### src/rtl/sisc_pkg.sv
// sisc_pkg: shared constants and types for the SISC fetch unit.
// Instruction opcodes, addressing-mode constant, instruction field positions,
// the fetch FSM state encoding and the next-pc select encoding.
package sisc_pkg;
  localparam logic [3:0] OP_NOOP   = 4'h0;
  localparam logic [3:0] OP_LOD    = 4'h1;
  localparam logic [3:0] OP_STR    = 4'h2;
  localparam logic [3:0] OP_SWP    = 4'h3;
  localparam logic [3:0] OP_BRA    = 4'h4;
  localparam logic [3:0] OP_BRR    = 4'h5;
  localparam logic [3:0] OP_BNE    = 4'h6;
  localparam logic [3:0] OP_BNR    = 4'h7;
  localparam logic [3:0] OP_ALU_OP = 4'h8;
  localparam logic [3:0] OP_HLT    = 4'hF;

  localparam logic [3:0] AM_IMM    = 4'h8;

  // Instruction field bit positions
  localparam int OPC_HI = 31;
  localparam int OPC_LO = 28;
  localparam int MM_HI  = 27;
  localparam int MM_LO  = 24;

  typedef enum logic [1:0] {
    ST_IDLE   = 2'd0,
    ST_REQ    = 2'd1,
    ST_LOAD   = 2'd2,
    ST_HALTED = 2'd3
  } fetch_state_e;

  typedef enum logic [1:0] {
    PC_HOLD = 2'd0,
    PC_INC  = 2'd1,
    PC_ABS  = 2'd2,
    PC_REL  = 2'd3
  } pc_sel_e;
endpackage

### src/rtl/sisc_pc.sv
// sisc_pc: program counter register with its next-pc mux/adder
// (hold, +1, absolute load, relative add). All arithmetic wraps mod 2^AW.
module sisc_pc
  import sisc_pkg::*;
#(
  parameter int AW = 16
) (
  input  logic          clk,
  input  logic          rst_f,
  input  pc_sel_e       sel,
  input  logic [AW-1:0] br_addr,
  output logic [AW-1:0] pc
);
  localparam logic [AW-1:0] ONE = {{(AW-1){1'b0}}, 1'b1};

  logic [AW-1:0] pc_d, pc_q;

  // Select the next program counter value
  always_comb begin
    pc_d = pc_q;
    case (sel)
      PC_INC:  pc_d = pc_q + ONE;
      PC_ABS:  pc_d = br_addr;
      PC_REL:  pc_d = pc_q + br_addr;
      default: pc_d = pc_q;
    endcase
  end

  // Program counter register, cleared asynchronously
  always_ff @(posedge clk or negedge rst_f) begin
    if (!rst_f) pc_q <= '0;
    else        pc_q <= pc_d;
  end

  assign pc = pc_q;
endmodule

### src/rtl/sisc_ifetch.sv
// sisc_ifetch: instruction fetch FSM (IDLE -> REQ -> LOAD -> IDLE/HALTED).
// Issues one instruction-memory request per fetch_go, captures the word into
// ir and advances pc on ack; branches are taken in IDLE and LOAD.
// Optional feature: define SISC_IFETCH_TIMEOUT_EN to add an ack-wait
// counter that halts the fetcher with fetch_err after TMO cycles.
module sisc_ifetch
  import sisc_pkg::*;
#(
  parameter int AW  = 16,
  parameter int DW  = 32,
  parameter int TMO = 255
) (
  input  logic          clk,
  input  logic          rst_f,
  input  logic          fetch_go,
  input  logic          br_take,
  input  logic          br_rel,
  input  logic [AW-1:0] br_addr,
  output logic          imem_req,
  output logic [AW-1:0] imem_addr,
  input  logic          imem_ack,
  input  logic [DW-1:0] imem_rdata,
  output logic [DW-1:0] ir,
  output logic [3:0]    opcode,
  output logic [3:0]    mm,
  output logic          ir_valid,
  output logic [AW-1:0] pc,
  output logic          busy,
  output logic          halted,
  output logic          fetch_err
);
  fetch_state_e  state_d, state_q;
  logic [DW-1:0] ir_d, ir_q;
  logic          req_d, req_q, vld_d, vld_q, busy_d, busy_q, hlt_d, hlt_q;
  pc_sel_e       pc_sel, br_sel;

`ifdef SISC_IFETCH_TIMEOUT_EN
  localparam logic [7:0] TMO_C = 8'(TMO);
  logic [7:0] cnt_d, cnt_q;
  logic       err_d, err_q;
`endif

  // Next-state, capture and pc-select decisions for the fetch FSM
  always_comb begin
    state_d = state_q;
    ir_d    = ir_q;
    pc_sel  = PC_HOLD;
    br_sel  = br_rel ? PC_REL : PC_ABS;
`ifdef SISC_IFETCH_TIMEOUT_EN
    cnt_d   = cnt_q;
    err_d   = err_q;
`endif
    case (state_q)
      ST_IDLE: begin
        if (br_take) pc_sel = br_sel;
        if (fetch_go) begin
          state_d = ST_REQ;
`ifdef SISC_IFETCH_TIMEOUT_EN
          cnt_d   = '0;
`endif
        end
      end
      ST_REQ: begin
        if (imem_ack) begin
          ir_d    = imem_rdata;
          pc_sel  = PC_INC;
          state_d = ST_LOAD;
        end
`ifdef SISC_IFETCH_TIMEOUT_EN
        else if (cnt_q + 8'd1 == TMO_C) begin
          state_d = ST_HALTED;
          err_d   = 1'b1;
        end else begin
          cnt_d   = cnt_q + 8'd1;
        end
`endif
      end
      ST_LOAD: begin
        // Branch base is the pc already incremented at capture
        if (br_take) pc_sel = br_sel;
        state_d = (ir_q[OPC_HI:OPC_LO] == OP_HLT) ? ST_HALTED : ST_IDLE;
      end
      default: ;
    endcase
    req_d  = (state_d == ST_REQ);
    vld_d  = (state_d == ST_LOAD);
    busy_d = (state_d != ST_IDLE);
    hlt_d  = (state_d == ST_HALTED);
  end

  // FSM state, instruction register and registered status outputs
  always_ff @(posedge clk or negedge rst_f) begin
    if (!rst_f) begin
      state_q <= ST_IDLE;
      ir_q    <= '0;
      req_q   <= 1'b0;
      vld_q   <= 1'b0;
      busy_q  <= 1'b0;
      hlt_q   <= 1'b0;
`ifdef SISC_IFETCH_TIMEOUT_EN
      cnt_q   <= '0;
      err_q   <= 1'b0;
`endif
    end else begin
      state_q <= state_d;
      ir_q    <= ir_d;
      req_q   <= req_d;
      vld_q   <= vld_d;
      busy_q  <= busy_d;
      hlt_q   <= hlt_d;
`ifdef SISC_IFETCH_TIMEOUT_EN
      cnt_q   <= cnt_d;
      err_q   <= err_d;
`endif
    end
  end

  sisc_pc #(.AW(AW)) u_pc (
    .clk     (clk),
    .rst_f   (rst_f),
    .sel     (pc_sel),
    .br_addr (br_addr),
    .pc      (pc)
  );

  assign imem_req  = req_q;
  assign imem_addr = pc;
  assign ir        = ir_q;
  assign opcode    = ir_q[OPC_HI:OPC_LO];
  assign mm        = ir_q[MM_HI:MM_LO];
  assign ir_valid  = vld_q;
  assign busy      = busy_q;
  assign halted    = hlt_q;
`ifdef SISC_IFETCH_TIMEOUT_EN
  assign fetch_err = err_q;
`else
  assign fetch_err = 1'b0;
`endif
endmodule

### config.mk
export PLATFORM = sky130hd
export DESIGN_NAME = sisc_ifetch
export DESIGN_NICKNAME = d
export VERILOG_FILES = /design/src/rtl/sisc_pkg.sv /design/src/rtl/sisc_pc.sv /design/src/rtl/sisc_ifetch.sv
export SDC_FILE = /design/constraint.sdc
export NUM_CORES = 1
export LEC_CHECK = 0
export ABC_AREA = 1
export CORE_MARGIN = 2
export CORE_UTILIZATION = 40
export CTS_CLUSTER_DIAMETER = 80
export DETAILED_ROUTE_END_ITERATION = 12
export PLACE_DENSITY = 0.78
export SLEW_MARGIN = 25
export SYNTH_ARGS = -nofsm -noshare
export SYNTH_HDL_FRONTEND = slang
export SYNTH_HIERARCHICAL = 1
export SYNTH_SLANG_ARGS = --single-unit
### constraint.sdc
create_clock -name clk -period 2.8 [get_ports clk]
set_clock_uncertainty 0.2 [all_clocks]
set_input_delay 0.56 -clock clk [delete_from_list [all_inputs] [get_ports clk]]
set_output_delay 0.56 -clock clk [all_outputs]
set_load 0.05 [all_outputs]
==> impl_results.html <==
<table>
<tr><th>Metric</th><th>Value</th></tr>
<tr><th colspan="2">Finish</th></tr>
<tr><td>Share of final-layout standard cells stronger than drive strength 1</td><td>11.66%</td></tr>
<tr><td>Finished Layout Cells</td><td>671</td></tr>
<tr><td>Synth-to-Final Area Change</td><td>45.12%</td></tr>
<tr><td>Number of inserted diodes</td><td>0</td></tr>
<tr><td>Filler instances</td><td>748</td></tr>
<tr><td>Final #Nets</td><td>635</td></tr>
<tr><td>Post-route standard cell area excluding fillers</td><td>4817 sq um</td></tr>
<tr><th colspan="2">Timing</th></tr>
<tr><td>Slew Limit Headroom</td><td>60.53%</td></tr>
<tr><td>Max Fclk</td><td>372.1 MHz</td></tr>
<tr><td>Count of final setup violators</td><td>0</td></tr>
<tr><td>Number of max-slew violations in the final report</td><td>0</td></tr>
<tr><td>Final Worst Setup Slack</td><td>0.1128 ns</td></tr>
<tr><td>Minimum period implied by the final worst setup slack</td><td>2.687 ns</td></tr>
<tr><td>Hold Worst Slack</td><td>0.03845 ns</td></tr>
<tr><td>Count of endpoints failing hold in the final timing report</td><td>0</td></tr>
<tr><td>Least-Margin Pin Slew</td><td>0.5920 ns</td></tr>
<tr><td>Post-route fraction of the period consumed by the critical path</td><td>95.97%</td></tr>
<tr><td>Setup repair after global routing missed its margin</td><td>false</td></tr>
<tr><th colspan="2">CTS</th></tr>
<tr><td>Cts hold-fix bufs</td><td>0</td></tr>
<tr><td>Clock latency on the worst-skew pair</td><td>0.31 ns</td></tr>
<tr><td>H-tree depth</td><td>2</td></tr>
<tr><td>Clock tree from TritonCTS</td><td>yes</td></tr>
<tr><td>Count of clock tree sinks</td><td>54</td></tr>
<tr><td>Longest Clk Path Bufs</td><td>2</td></tr>
<tr><td>Number of buffers added by the clock tree synthesis step</td><td>5</td></tr>
<tr><td>Clock-pin slew on the worst setup and hold paths</td><td>0.10 ns</td></tr>
<tr><td>Library cell used as clock root buffer</td><td>sky130_fd_sc_hd__clkbuf_8</td></tr>
<tr><th colspan="2">Yosys</th></tr>
<tr><td>Average instance area after synthesis</td><td>7.443 sq um</td></tr>
<tr><td>Number of enable-type register cells in the synthesized netlist</td><td>0</td></tr>
<tr><td>Flip-flop cell with the highest count after synthesis</td><td>sky130_fd_sc_hd__dfrtp_1</td></tr>
<tr><td>Top cell type by total area after synthesis</td><td>sky130_fd_sc_hd__dfrtp_1</td></tr>
<tr><td>Number of standard cells after synthesis</td><td>446</td></tr>
<tr><td>Yosys cell types</td><td>36</td></tr>
<tr><td>Combinational family with the most area after synthesis</td><td>simple AND/OR/NAND/NOR gates</td></tr>
<tr><td>Flip-flop and latch count after synthesis</td><td>54</td></tr>
<tr><td>Share of the synthesized netlist area taken by xor and xnor gates</td><td>1.319%</td></tr>
<tr><td>Count of warnings emitted by yosys</td><td>6</td></tr>
<tr><td>Compound-cell area share of the yosys netlist</td><td>7.765%</td></tr>
<tr><td>Multiplexer share of the synthesized area</td><td>0%</td></tr>
<tr><td>Mapped Area</td><td>3319 sq um</td></tr>
<tr><td>Async set-reset flop share out of synthesis</td><td>100.0%</td></tr>
<tr><td>Proportion of synthesized chip area in sequential cells</td><td>40.71%</td></tr>
<tr><td>Library cell with the highest instance count after synthesis</td><td>sky130_fd_sc_hd__nand2_1</td></tr>
<tr><td>Post-synthesis net count</td><td>516</td></tr>
<tr><td>Fraction of post-synthesis cell area in the top cell type by area</td><td>40.71%</td></tr>
<tr><td>Cell types occupying the most area after synthesis</td><td>sky130_fd_sc_hd__dfrtp_1, sky130_fd_sc_hd__nand2_1, sky130_fd_sc_hd__buf_4</td></tr>
<tr><td>Adder-Cell Fraction of Synth Area</td><td>6.257%</td></tr>
<tr><td>Simple-gate area share of the yosys netlist</td><td>31.06%</td></tr>
<tr><td>Most frequent cells after synthesis</td><td>sky130_fd_sc_hd__nand2_1, sky130_fd_sc_hd__dfrtp_1, sky130_fd_sc_hd__inv_1</td></tr>
<tr><th colspan="2">Setup path</th></tr>
<tr><td>Buffer and inverter count on the worst path</td><td>1</td></tr>
<tr><td>Ordered list of cells on the worst path</td><td>clkdlybuf4s50_1 &gt; nand2_1 &gt; nand2_2 &gt; nand2_4 &gt; or2_4 &gt; ha_4 &gt; fa_2 &gt; nand2_4 &gt; nand2_1 &gt; o21ai_2 &gt; o21ai_2 &gt; nand2_1 &gt; nand2_1 &gt; nand2_1 &gt; nand3_1 &gt; nand2_1</td></tr>
<tr><td>Startpoint class of the critical path</td><td>input port</td></tr>
<tr><td>Data arrival time of the critical path</td><td>2.74 ns</td></tr>
<tr><td>Critical R2R Launch</td><td>state_q[0]$_DFF_PN0_</td></tr>
<tr><td>Crit. End Element</td><td>flop</td></tr>
<tr><td>Peak per-stage delay on the critical path</td><td>0.46 ns</td></tr>
<tr><td>End of the worst register-to-register path</td><td>u_pc/pc[14]$_DFFE_PN0P_</td></tr>
<tr><td>FF-to-FF path depth</td><td>16</td></tr>
<tr><td>Crit path max fanout</td><td>3</td></tr>
<tr><td>Setup slack on the worst flop-to-flop path</td><td>0.23 ns</td></tr>
<tr><td>Critical path's top delay family</td><td>simple AND/OR/NAND/NOR gates</td></tr>
<tr><td>Worst path required time</td><td>2.85 ns</td></tr>
<tr><td>Highest-delay cell along the critical path</td><td>sky130_fd_sc_hd__clkdlybuf4s50_1</td></tr>
<tr><td>Critical path start-end classification</td><td>in -&gt; reg</td></tr>
<tr><td>Library cell appearing most often on the critical path</td><td>sky130_fd_sc_hd__nand2_1</td></tr>
<tr><th colspan="2">Pwr</th></tr>
<tr><td>Sw Pwr</td><td>485.3 uW</td></tr>
<tr><td>Worst IR drop on VDD</td><td>0.0002178 V</td></tr>
<tr><td>Portion of total power attributed to sequential cells</td><td>50.3%</td></tr>
<tr><td>Cell internal power dissipation</td><td>1.130 mW</td></tr>
<tr><td>Net switching fraction of the power</td><td>30.05%</td></tr>
<tr><td>Pwr Total</td><td>1.615 mW</td></tr>
<tr><td>Power per cell area</td><td>335.3 nW/um^2</td></tr>
<tr><td>LEAKAGE</td><td>2.429 nW</td></tr>
<tr><td>Clock share of power</td><td>28.3%</td></tr>
<tr><td>Comb power frac</td><td>21.5%</td></tr>
<tr><th colspan="2">Global routing</th></tr>
<tr><td>Total Routing Usage GR</td><td>19.51%</td></tr>
<tr><td>Number of global-route vias before repair</td><td>3160</td></tr>
<tr><td>Total grt overflow</td><td>0</td></tr>
<tr><td>Pin count of the biggest net entering global routing</td><td>35</td></tr>
<tr><td>Initial antenna violation count</td><td>0</td></tr>
<tr><td>First-pass GRT wire length</td><td>13.94 mm</td></tr>
<tr><th colspan="2">Min path</th></tr>
<tr><td>Path category of the worst min-delay check</td><td>in -&gt; async</td></tr>
<tr><th colspan="2">Job</th></tr>
<tr><td>MaxCap Viol Count</td><td>0</td></tr>
<tr><th colspan="2">Place</th></tr>
<tr><td>IO Port Bufs</td><td>129</td></tr>
<tr><td>Total placed instance area</td><td>4658 sq um</td></tr>
<tr><td># placed instances</td><td>662</td></tr>
<tr><td>HPWL Detailed</td><td>6.592 mm</td></tr>
<tr><td>Place WS</td><td>-0.4204 ns</td></tr>
<tr><td>Routability cong.</td><td>0.8716</td></tr>
<tr><th colspan="2">Route</th></tr>
<tr><td>Wire length on met3</td><td>888 um</td></tr>
<tr><td>Highest metal layer used by the detailed router</td><td>met4</td></tr>
<tr><td>Antenna violation net count after detailed routing</td><td>0</td></tr>
<tr><td>Count of TritonRoute iterations in the first routing pass</td><td>4</td></tr>
<tr><td>DRC violation count after routing</td><td>0</td></tr>
<tr><td>Routed length on met2</td><td>4.198 mm</td></tr>
<tr><td>Detailed-route wire length per cell</td><td>12.88 um</td></tr>
<tr><td>Initial DRC Count</td><td>107</td></tr>
<tr><td>Vias after detailed routing</td><td>3244</td></tr>
<tr><td>Detailed-route wire length</td><td>8.644 mm</td></tr>
<tr><td>Vias per cell</td><td>4.835</td></tr>
<tr><td>Detailed-routing wirelength on met1</td><td>3.395 mm</td></tr>
<tr><th colspan="2">Die</th></tr>
<tr><td>Floorplan core area</td><td>8134 sq um</td></tr>
<tr><td>Number of placement rows</td><td>33</td></tr>
<tr><td>DIE AREA</td><td>9043 sq um</td></tr>
<tr><td>Die height</td><td>95.10 um</td></tr>
<tr><td>Initial core utilization</td><td>40.81%</td></tr>
<tr><td>Die width</td><td>95.10 um</td></tr>
<tr><td>Boundary pin count</td><td>131</td></tr>
<tr><th colspan="2">Run status</th></tr>
<tr><td>Status</td><td>completed</td></tr>
</table>
metrics by stage:
step | utilization [%] | setup TNS [ns]
floorplan | - | 0
detailed placement | 57.27 | -3.751
CTS | 58.45 | -0.001668
global route | 59.22 | 0
global placement | 57.27 | -3.003
finish | 59.22 | 0
cell type report:
class / count / area (sq um) / area share, %
clock inverters: 2 / 17.52 / 0.3636
inverters: 43 / 162.7 / 3.377
well taps: 105 / 131.4 / 2.727
multi-input cells: 313 / 1632 / 33.87
repair buffers: 148 / 1450 / 30.10
flip-flops and latches: 54 / 1351 / 28.05
clock buffers: 6 / 72.57 / 1.506
power by group through the flow:
| stage | clock network (mW) | logic [mW] | registers, mW |
|---|---|---|---|
| final | 0.457 | 0.347 | 0.812 |
| after global routing | 0.495 | 0.374 | 0.814 |
| after CTS | 0.467 | 0.345 | 0.812 |
| after detailed placement | 0 | 0.344 | 0.827 |
| after global placement | 0 | 0.341 | 0.826 |
| after floorplan | 0 | 0.139 | 0.875 |
cell families (layout without fill, tap and decap cells):
group                    count (synthesis)  count (layout)
buffers and inverters                   79             199
XOR/XNOR                                 5               5
flip-flops                              54              54
AO/OA/AOI/OAI                           42              42
other                                    1               1
AND/OR/NAND/NOR                        249             249
adder cells (fa/ha/maj)                 16              16
layer usage:
layer,vias up,global-route usage [%]
li1,1597,-
met1,1498,22.19
met2,135,33.92
met3,14,7.115
met4,0,6.280
met5,-,0
worst max path at each step:
stage	start	depth (start not counted)	endpoint	slack (ns)
after global routing	br_rel	14	u_pc/pc[13]$_DFFE_PN0P_	0.03
after detailed placement	br_take	17	u_pc/pc[14]$_DFFE_PN0P_	-0.42
after CTS	br_take	17	u_pc/pc[14]$_DFFE_PN0P_	-0.002
after floorplan	br_take	17	u_pc/pc[14]$_DFFE_PN0P_	0.01
after global placement	br_take	17	u_pc/pc[14]$_DFFE_PN0P_	-0.32
final	br_rel	16	u_pc/pc[14]$_DFFE_PN0P_	0.11
registers in the layout, summed over array words and instances (netlist names):
signal	flops
halted	1
busy	1
u_pc/pc	16
imem_req	1
ir_valid	1
ir	32
state_q	2
cell usage in the layout, fill, tap and decap left out, types with 4 or more instances in the layout:
cell type	netlist	layout
sky130_fd_sc_hd__o21bai_1	6	6
sky130_fd_sc_hd__o21ai_0	12	11
sky130_fd_sc_hd__dfrtp_1	54	54
sky130_fd_sc_hd__nand2_1	174	170
sky130_fd_sc_hd__xnor2_1	4	4
sky130_fd_sc_hd__inv_1	40	39
sky130_fd_sc_hd__nor2_2	0	4
sky130_fd_sc_hd__ha_1	15	13
sky130_fd_sc_hd__buf_4	26	17
sky130_fd_sc_hd__a21oi_1	13	10
sky130_fd_sc_hd__nand3_1	19	19
sky130_fd_sc_hd__clkbuf_8	0	5
sky130_fd_sc_hd__a21oi_2	1	4
sky130_fd_sc_hd__clkdlybuf4s50_1	0	126
sky130_fd_sc_hd__nand2_2	10	12
sky130_fd_sc_hd__nor2_1	35	30
worst reg2reg max path, delay by kind of cell, from the launching register on:
family                     cells  cell delay, ns
AOI/OAI and AO/OA              2            0.19
adders and majority gates      2            0.53
DFF                            1            0.48
and+or+nand+nor               12            1.11
what timing repair did:
action | 4_1_cts | 5_1_grt
endpoints found under the setup margin | 4 | 11
hold endpoints to repair | 0 | 0
pin swaps | 2 | 11
buffers inserted | 0 | 1
resized for setup | 2 | 16
No activity file was read; power rests on OpenSTA's default activity.
